<file path="src/rtl/timer_pkg.sv">
// Shared constants and types for the 8-bit timer APB register interface.
package timer_pkg;

  localparam logic [7:0] ADDR_TDR  = 8'h00;
  localparam logic [7:0] ADDR_TCR  = 8'h01;
  localparam logic [7:0] ADDR_TSR  = 8'h02;

  // TCR bits 6, 3 and 2 are unimplemented and always read 0.
  localparam logic [7:0] TCR_WMASK = 8'hB3;

  localparam int TSR_OVF = 0;
  localparam int TSR_UDF = 1;

  typedef enum logic [1:0] {
    IDLE,
    SETUP,
    ACCESS
  } apb_state_e;

endpackage

</file>
<file path="src/rtl/timer_apb_regif_if.sv">
// APB3 bus bundle between the interconnect (master) and the timer register block (slave).
interface timer_apb_if #(
  parameter int ADDR_W = 8,
  parameter int DATA_W = 8
);

  logic              psel;
  logic              penable;
  logic              pwrite;
  logic [ADDR_W-1:0] paddr;
  logic [DATA_W-1:0] pwdata;
  logic [DATA_W-1:0] prdata;
  logic              pready;
  logic              pslverr;

  modport master (
    output psel, penable, pwrite, paddr, pwdata,
    input  prdata, pready, pslverr
  );

  modport slave (
    input  psel, penable, pwrite, paddr, pwdata,
    output prdata, pready, pslverr
  );

endinterface

</file>
<file path="src/rtl/timer_apb_fsm.sv">
// APB3 transfer tracker: follows SETUP/ACCESS, inserts WAIT_CYCLES wait states,
// and raises pready for exactly one cycle on the completing ACCESS cycle.
module timer_apb_fsm
  import timer_pkg::*;
#(
  parameter int WAIT_CYCLES = 0
) (
  input  logic pclk,
  input  logic preset,
  input  logic psel,
  input  logic penable,
  output logic pready
);

  localparam logic [2:0] WAIT_MAX = 3'(WAIT_CYCLES);

  apb_state_e state, state_next;
  logic [2:0] wait_cnt, wait_cnt_next;

  always_ff @(posedge pclk or posedge preset) begin
    if (preset) begin
      state    <= IDLE;
      wait_cnt <= '0;
    end else begin
      // NOTE: non-blocking assignments so every flop samples pre-edge values.
      state    <= state_next;
      wait_cnt <= wait_cnt_next;
    end
  end

  always_comb begin
    // NOTE: defaults first so every path assigns every output and no latch is inferred.
    state_next    = state;
    wait_cnt_next = wait_cnt;
    pready        = 1'b0;
    unique case (state)
      IDLE: begin
        wait_cnt_next = '0;
        if (psel && !penable) state_next = SETUP;
      end
      SETUP: begin
        state_next = psel ? ACCESS : IDLE;
      end
      ACCESS: begin
        // A master dropping psel abandons the transfer without completing it.
        if (!psel) begin
          state_next    = IDLE;
          wait_cnt_next = '0;
        end else if (wait_cnt == WAIT_MAX) begin
          pready        = 1'b1;
          state_next    = IDLE;
          wait_cnt_next = '0;
        end else begin
          wait_cnt_next = wait_cnt + 3'd1;
        end
      end
      default: state_next = IDLE;
    endcase
  end

endmodule

</file>
<file path="src/rtl/timer_apb_regif.sv">
// Timer APB3 completer: decodes TDR/TCR/TSR, drives counter controls, latches wrap events.
// Optional macro TIMER_APB_SLVERR_EN enables pslverr on unmapped or read-only-bit accesses.
module timer_apb_regif
  import timer_pkg::*;
#(
  parameter int ADDR_W      = 8,
  parameter int DATA_W      = 8,
  parameter int WAIT_CYCLES = 0
) (
  input  logic       pclk,
  input  logic       preset,
  timer_apb_if.slave apb,
  output logic [7:0] tdr_o,
  output logic       load_o,
  output logic       updw_o,
  output logic       en_o,
  output logic [1:0] cks_o,
  input  logic       ovf_set_i,
  input  logic       udf_set_i,
  output logic       tmr_int_o
);

  logic              pready;
  logic              wr_done;
  logic              sel_tdr, sel_tcr, sel_tsr;
  logic [7:0]        tdr, tcr;
  logic [1:0]        tsr, tsr_next;
  logic [DATA_W-1:0] rdata;

  timer_apb_fsm #(.WAIT_CYCLES(WAIT_CYCLES)) u_fsm (
    .pclk    (pclk),
    .preset  (preset),
    .psel    (apb.psel),
    .penable (apb.penable),
    .pready  (pready)
  );

  assign sel_tdr = (apb.paddr == ADDR_W'(ADDR_TDR));
  assign sel_tcr = (apb.paddr == ADDR_W'(ADDR_TCR));
  assign sel_tsr = (apb.paddr == ADDR_W'(ADDR_TSR));
  assign wr_done = pready && apb.pwrite;

  // Write-0-to-clear, then OR in the event pulses so a coincident set wins.
  always_comb begin
    tsr_next = tsr;
    if (wr_done && sel_tsr) tsr_next = tsr & apb.pwdata[1:0];
    tsr_next[TSR_OVF] = tsr_next[TSR_OVF] | ovf_set_i;
    tsr_next[TSR_UDF] = tsr_next[TSR_UDF] | udf_set_i;
  end

  always_ff @(posedge pclk or posedge preset) begin
    if (preset) begin
      tdr <= '0;
      tcr <= '0;
      tsr <= '0;
    end else begin
      if (wr_done && sel_tdr) tdr <= apb.pwdata[7:0];
      if (wr_done && sel_tcr) tcr <= apb.pwdata[7:0] & TCR_WMASK;
      tsr <= tsr_next;
    end
  end

  always_comb begin
    rdata = '0;
    if (pready && !apb.pwrite) begin
      if (sel_tdr)      rdata = DATA_W'(tdr);
      else if (sel_tcr) rdata = DATA_W'(tcr);
      else if (sel_tsr) rdata = DATA_W'({6'b0, tsr});
    end
  end

  assign apb.prdata = rdata;
  assign apb.pready = pready;

`ifdef TIMER_APB_SLVERR_EN
  logic unmapped, ro_write;
  assign unmapped    = !(sel_tdr || sel_tcr || sel_tsr);
  assign ro_write    = sel_tsr && apb.pwrite && (|apb.pwdata[7:2]);
  assign apb.pslverr = pready && (unmapped || ro_write);
`else
  assign apb.pslverr = 1'b0;
`endif

  assign tdr_o     = tdr;
  assign load_o    = tcr[7];
  assign updw_o    = tcr[5];
  assign en_o      = tcr[4];
  assign cks_o     = tcr[1:0];
  assign tmr_int_o = |tsr;

endmodule

</file>
<file path="src/flat_wrapper.sv">
// flat-port wrapper written by rule: the top's interface ports become plain ports
module timer_apb_regif_flat import timer_pkg::*;
#(
  parameter int ADDR_W      = 8,
  parameter int DATA_W      = 8,
  parameter int WAIT_CYCLES = 0
)
  (pclk, preset, tdr_o, load_o, updw_o, en_o, cks_o, ovf_set_i, udf_set_i, tmr_int_o, apb_psel, apb_penable, apb_pwrite, apb_paddr, apb_pwdata, apb_prdata, apb_pready, apb_pslverr);
  timer_apb_if #(.ADDR_W(ADDR_W), .DATA_W(DATA_W)) apb_i ();
  input  logic pclk;
  input  logic preset;
  output logic [7:0] tdr_o;
  output logic load_o;
  output logic updw_o;
  output logic en_o;
  output logic [1:0] cks_o;
  input  logic ovf_set_i;
  input  logic udf_set_i;
  output logic tmr_int_o;
  input wire logic [$bits(apb_i.psel)-1:0] apb_psel;
  input wire logic [$bits(apb_i.penable)-1:0] apb_penable;
  input wire logic [$bits(apb_i.pwrite)-1:0] apb_pwrite;
  input wire logic [$bits(apb_i.paddr)-1:0] apb_paddr;
  input wire logic [$bits(apb_i.pwdata)-1:0] apb_pwdata;
  output wire logic [$bits(apb_i.prdata)-1:0] apb_prdata;
  output wire logic [$bits(apb_i.pready)-1:0] apb_pready;
  output wire logic [$bits(apb_i.pslverr)-1:0] apb_pslverr;
  assign apb_i.psel = apb_psel;
  assign apb_i.penable = apb_penable;
  assign apb_i.pwrite = apb_pwrite;
  assign apb_i.paddr = apb_paddr;
  assign apb_i.pwdata = apb_pwdata;
  assign apb_prdata = apb_i.prdata;
  assign apb_pready = apb_i.pready;
  assign apb_pslverr = apb_i.pslverr;
  timer_apb_regif #(.ADDR_W(ADDR_W), .DATA_W(DATA_W), .WAIT_CYCLES(WAIT_CYCLES)) u_core (.pclk(pclk), .preset(preset), .apb(apb_i), .tdr_o(tdr_o), .load_o(load_o), .updw_o(updw_o), .en_o(en_o), .cks_o(cks_o), .ovf_set_i(ovf_set_i), .udf_set_i(udf_set_i), .tmr_int_o(tmr_int_o));
endmodule
</file>
<file path="config.mk">
export PLATFORM = sky130hd
export DESIGN_NAME = timer_apb_regif_flat
export DESIGN_NICKNAME = d
export VERILOG_FILES = /design/src/rtl/timer_pkg.sv /design/src/rtl/timer_apb_regif_if.sv /design/src/rtl/timer_apb_fsm.sv /design/src/rtl/timer_apb_regif.sv /design/src/flat_wrapper.sv
export SDC_FILE = /design/constraint.sdc
export NUM_CORES = 1
export LEC_CHECK = 0
export CORE_MARGIN = 8
export CORE_UTILIZATION = 45
export DETAILED_ROUTE_END_ITERATION = 12
export HOLD_SLACK_MARGIN = 0.1
export PLACE_DENSITY_LB_ADDON = 0.3
export SLEW_MARGIN = 25
export SYNTH_ARGS = -nofsm -noshare
export SYNTH_HDL_FRONTEND = slang
export SYNTH_SLANG_ARGS = --single-unit
</file>
<file path="constraint.sdc">
create_clock -name pclk -period 5.85 [get_ports pclk]
set_clock_uncertainty 0.15 [all_clocks]
set_input_delay 1.17 -clock pclk [delete_from_list [all_inputs] [get_ports pclk]]
set_output_delay 1.17 -clock pclk [all_outputs]
set_load 0.02 [all_outputs]
</file>
==> flow_summary.toml <==
[status]
status = "complete, no violations"

[floorplan]
dieArea_sq_mm = 0.004311
core_sq_mm = 0.002410
initial_utilization = 0.4605
die_h_um = 65.66
ioPinCount = 47
num_rows = 18
fp.dieW_um = 65.66

[critical_path]
crit_type = "in -> out"
end_kind = "primary output"
startpoint_type = "input pin"
crit_fanout = 10
cp.required_ns = 4.53
critPathSlowestCell = "or4b_1"
slowest_delay_ns = 0.69
crit_arrival_ns = 3.82
worst_path_most_repeated_cell = "clkdlybuf4s50_1"
rrSetupSlack_ns = 3.42
path_cells = "clkdlybuf4s50_1, or4_1, or4b_1, nor4b_1, clkdlybuf4s50_1"

[synthesis]
ys.flop_type = "dfrtp_1"
syn_nets = 122
synth-seq-cells = 20
syn_area_sq_mm = 0.001110
ys_seq_area_frac = 0.4510
synth_edf_count = 0
ys_warn_count = 0
synth.avg_cell_area_sq_um = 11.44
synth.distinct_cells = 35
syn_inst = 97
async_flop_share = 1.000

[sta]
setup_violations = 0
final_max_slew_viol_count = 0
worst_hold_slack_ns = 0.3626
slew_headroom = 0.5011
hold_viol = 0
fin_crit_ns = 5.137
fmax_ghz = 0.1947
setup_tns_ns = 0
setup_ws_ns = 0.7130
rsz0062_at_grt = "false"
tightest_slew_ns = 0.7421
min_period_over_period = 0.8781

[min_path]
hold_path_class = "reg -> reg"

[placement]
place_ws_ns = 0.7157
gp_congestion = 0.8261
dp_cells = 167
dp_hpwl_um = 2234
io_buffers = 45

[drt]
wl_um = 2803
drt_iter0_drc = 50
viasPerCell = 5.351
drtPass1Iterations = 4
wl_per_cell_um = 16.39
final_antenna_net_count = 0
drc = 0
num_vias = 915

[cts]
htreeDepth = 1
cts_buffers = 3
postCtsSetupRepairBufs = 0
clk_latency_ns = 0.29
cts.clk_slew.worst_paths_ns = 0.10
clockBufferDepth = 2
cts_sinks = 20
hold_buffers = 0
root_buffer = "clkbuf_4"
ctsResizeCount = 0
cts_tree = "yes"

[cells_and_area]
n_antenna_cell = 0
final_nets = 167
layout-area-overhead-vs-synth_pct = 44.42
drive_above_1_share = 0.1702
nFillCells = 194
final_cells = 171

[grt]
grt_max_degree = 21
overflow = 0
grt.total_usage = 0.1396
grt_pass1_vias = 1015
antenna_found_initial = 0
grt_pass1_wl_um = 4781

[power]
leakagePower_uw = 0.0006698
peakVddDrop_v = 0.0001862
power.total_uw = 250.4
p_per_area_mw_per_mm2 = 156.2

[job]
maxCapViolCount = 0
kinds of logic (layout without fill, tap and decap cells):
group                      count (synthesis)  count (layout)  share of synthesized area
AOI/OAI and AO/OA                          9               9                    0.05976
other                                      1               1                   0.003379
buffers and inverters                     12              56                    0.05186
and+or+nand+nor                           35              35                     0.2074
adders and majority gates                  2               2                    0.02254
muxes                                     18              18                     0.2041
DFF                                       20              20                     0.4510
critical path: cells and delay by family:
kind	cells	cell delay [ns]
buffers and inverters	2	1.05
and+or+nand+nor	3	1.60
cells in the mapped netlist, types with 2 or more instances:
cell / number / area [sq um]
mux2_2: 5 / 56.30
nor4b_1: 2 / 17.52
or4b_2: 2 / 20.02
a2bb2oi_1: 2 / 17.52
nor4_1: 2 / 12.51
or4_1: 2 / 15.01
nand2_1: 5 / 18.77
mux2_4: 8 / 120.1
nor3_1: 6 / 30.03
o22a_1: 2 / 17.52
inv_1: 7 / 26.28
or2_2: 2 / 12.51
nand2b_1: 4 / 25.02
nor2_1: 2 / 7.510
ha_1: 2 / 25.02
mux2i_1: 5 / 50.05
nand3b_1: 2 / 15.01
dfrtp_1: 20 / 500.5
stage by stage:
step                      cell area, sq um    util
after floorplan                       1110       -
after global placement                1567  0.6501
after detailed placement              1567  0.6501
after CTS                             1603  0.6651
after global routing                  1603  0.6651
final                                 1603  0.6651
cells in the final DEF, fill, tap and decap left out, types with 2 or more instances in the layout:
cell / synthesis / layout
a2bb2oi_1: 2 / 2
clkbuf_4: 0 / 3
clkdlybuf4s50_1: 0 / 45
dfrtp_1: 20 / 20
ha_1: 2 / 2
inv_1: 7 / 7
mux2_2: 5 / 5
mux2_4: 8 / 8
mux2i_1: 5 / 5
nand2_1: 5 / 5
nand2b_1: 4 / 4
nand3b_1: 2 / 2
nor2_1: 2 / 2
nor3_1: 6 / 6
nor4_1: 2 / 2
nor4b_1: 2 / 2
o22a_1: 2 / 2
or2_2: 2 / 2
or4_1: 2 / 2
or4b_2: 2 / 2
layer usage:
metal | up-vias | routed length, um | track usage
li1 | 437 | - | -
met1 | 440 | 1112 | 0.1510
met2 | 36 | 1444 | 0.2473
met3 | 2 | 230 | 0.05612
met4 | 0 | 15 | 0.03270
met5 | - | 0 | 0
sequential cells by signal, summed over array words and instances, names as in the netlist:
signal and count:
u_core.tcr 5, u_core.u_fsm.state 2, u_core.u_fsm.wait_cnt 3, u_core.tdr_o 8, u_core.tsr 2
layout make-up:
cell class,instances,area [sq um],area share
tap,30,37.54,0.02342
multi-input combinational,65,551.8,0.3443
inverter,7,26.28,0.01639
sequential,20,500.5,0.3123
timing repair buffer,45,450.4,0.2810
clock buffer,4,36.28,0.02264
final timing paths:
| check | from | cells after the start | end |
|---|---|---|---|
| max in group asynchronous | preset | 2 | u_core.u_fsm.state[1]$_DFFE_PP0P_ |
| setup / recovery | apb_paddr[7] | 5 | apb_prdata[6] |
| hold reg to reg | u_core.u_fsm.state[1]$_DFFE_PP0P_ | 1 | u_core.u_fsm.state[0]$_DFFE_PP0P_ |
| setup reg to reg | u_core.u_fsm.state[0]$_DFFE_PP0P_ | 3 | u_core.tdr_o[7]$_DFFE_PP0P_ |
| hold / removal | u_core.u_fsm.state[1]$_DFFE_PP0P_ | 1 | u_core.u_fsm.state[0]$_DFFE_PP0P_ |
| min in group asynchronous | preset | 2 | u_core.tdr_o[3]$_DFFE_PP0P_ |
power breakdown:
group | switching [uW] | leakage, uW | internal [uW]
registers | 1.39 | 0.000268 | 139
clock network | 40.7 | 0.0000210 | 37.9
logic | 12.7 | 0.000381 | 18.5
total | 54.8 | 0.000670 | 196
Note: power is estimated with default switching activity, not from simulation.
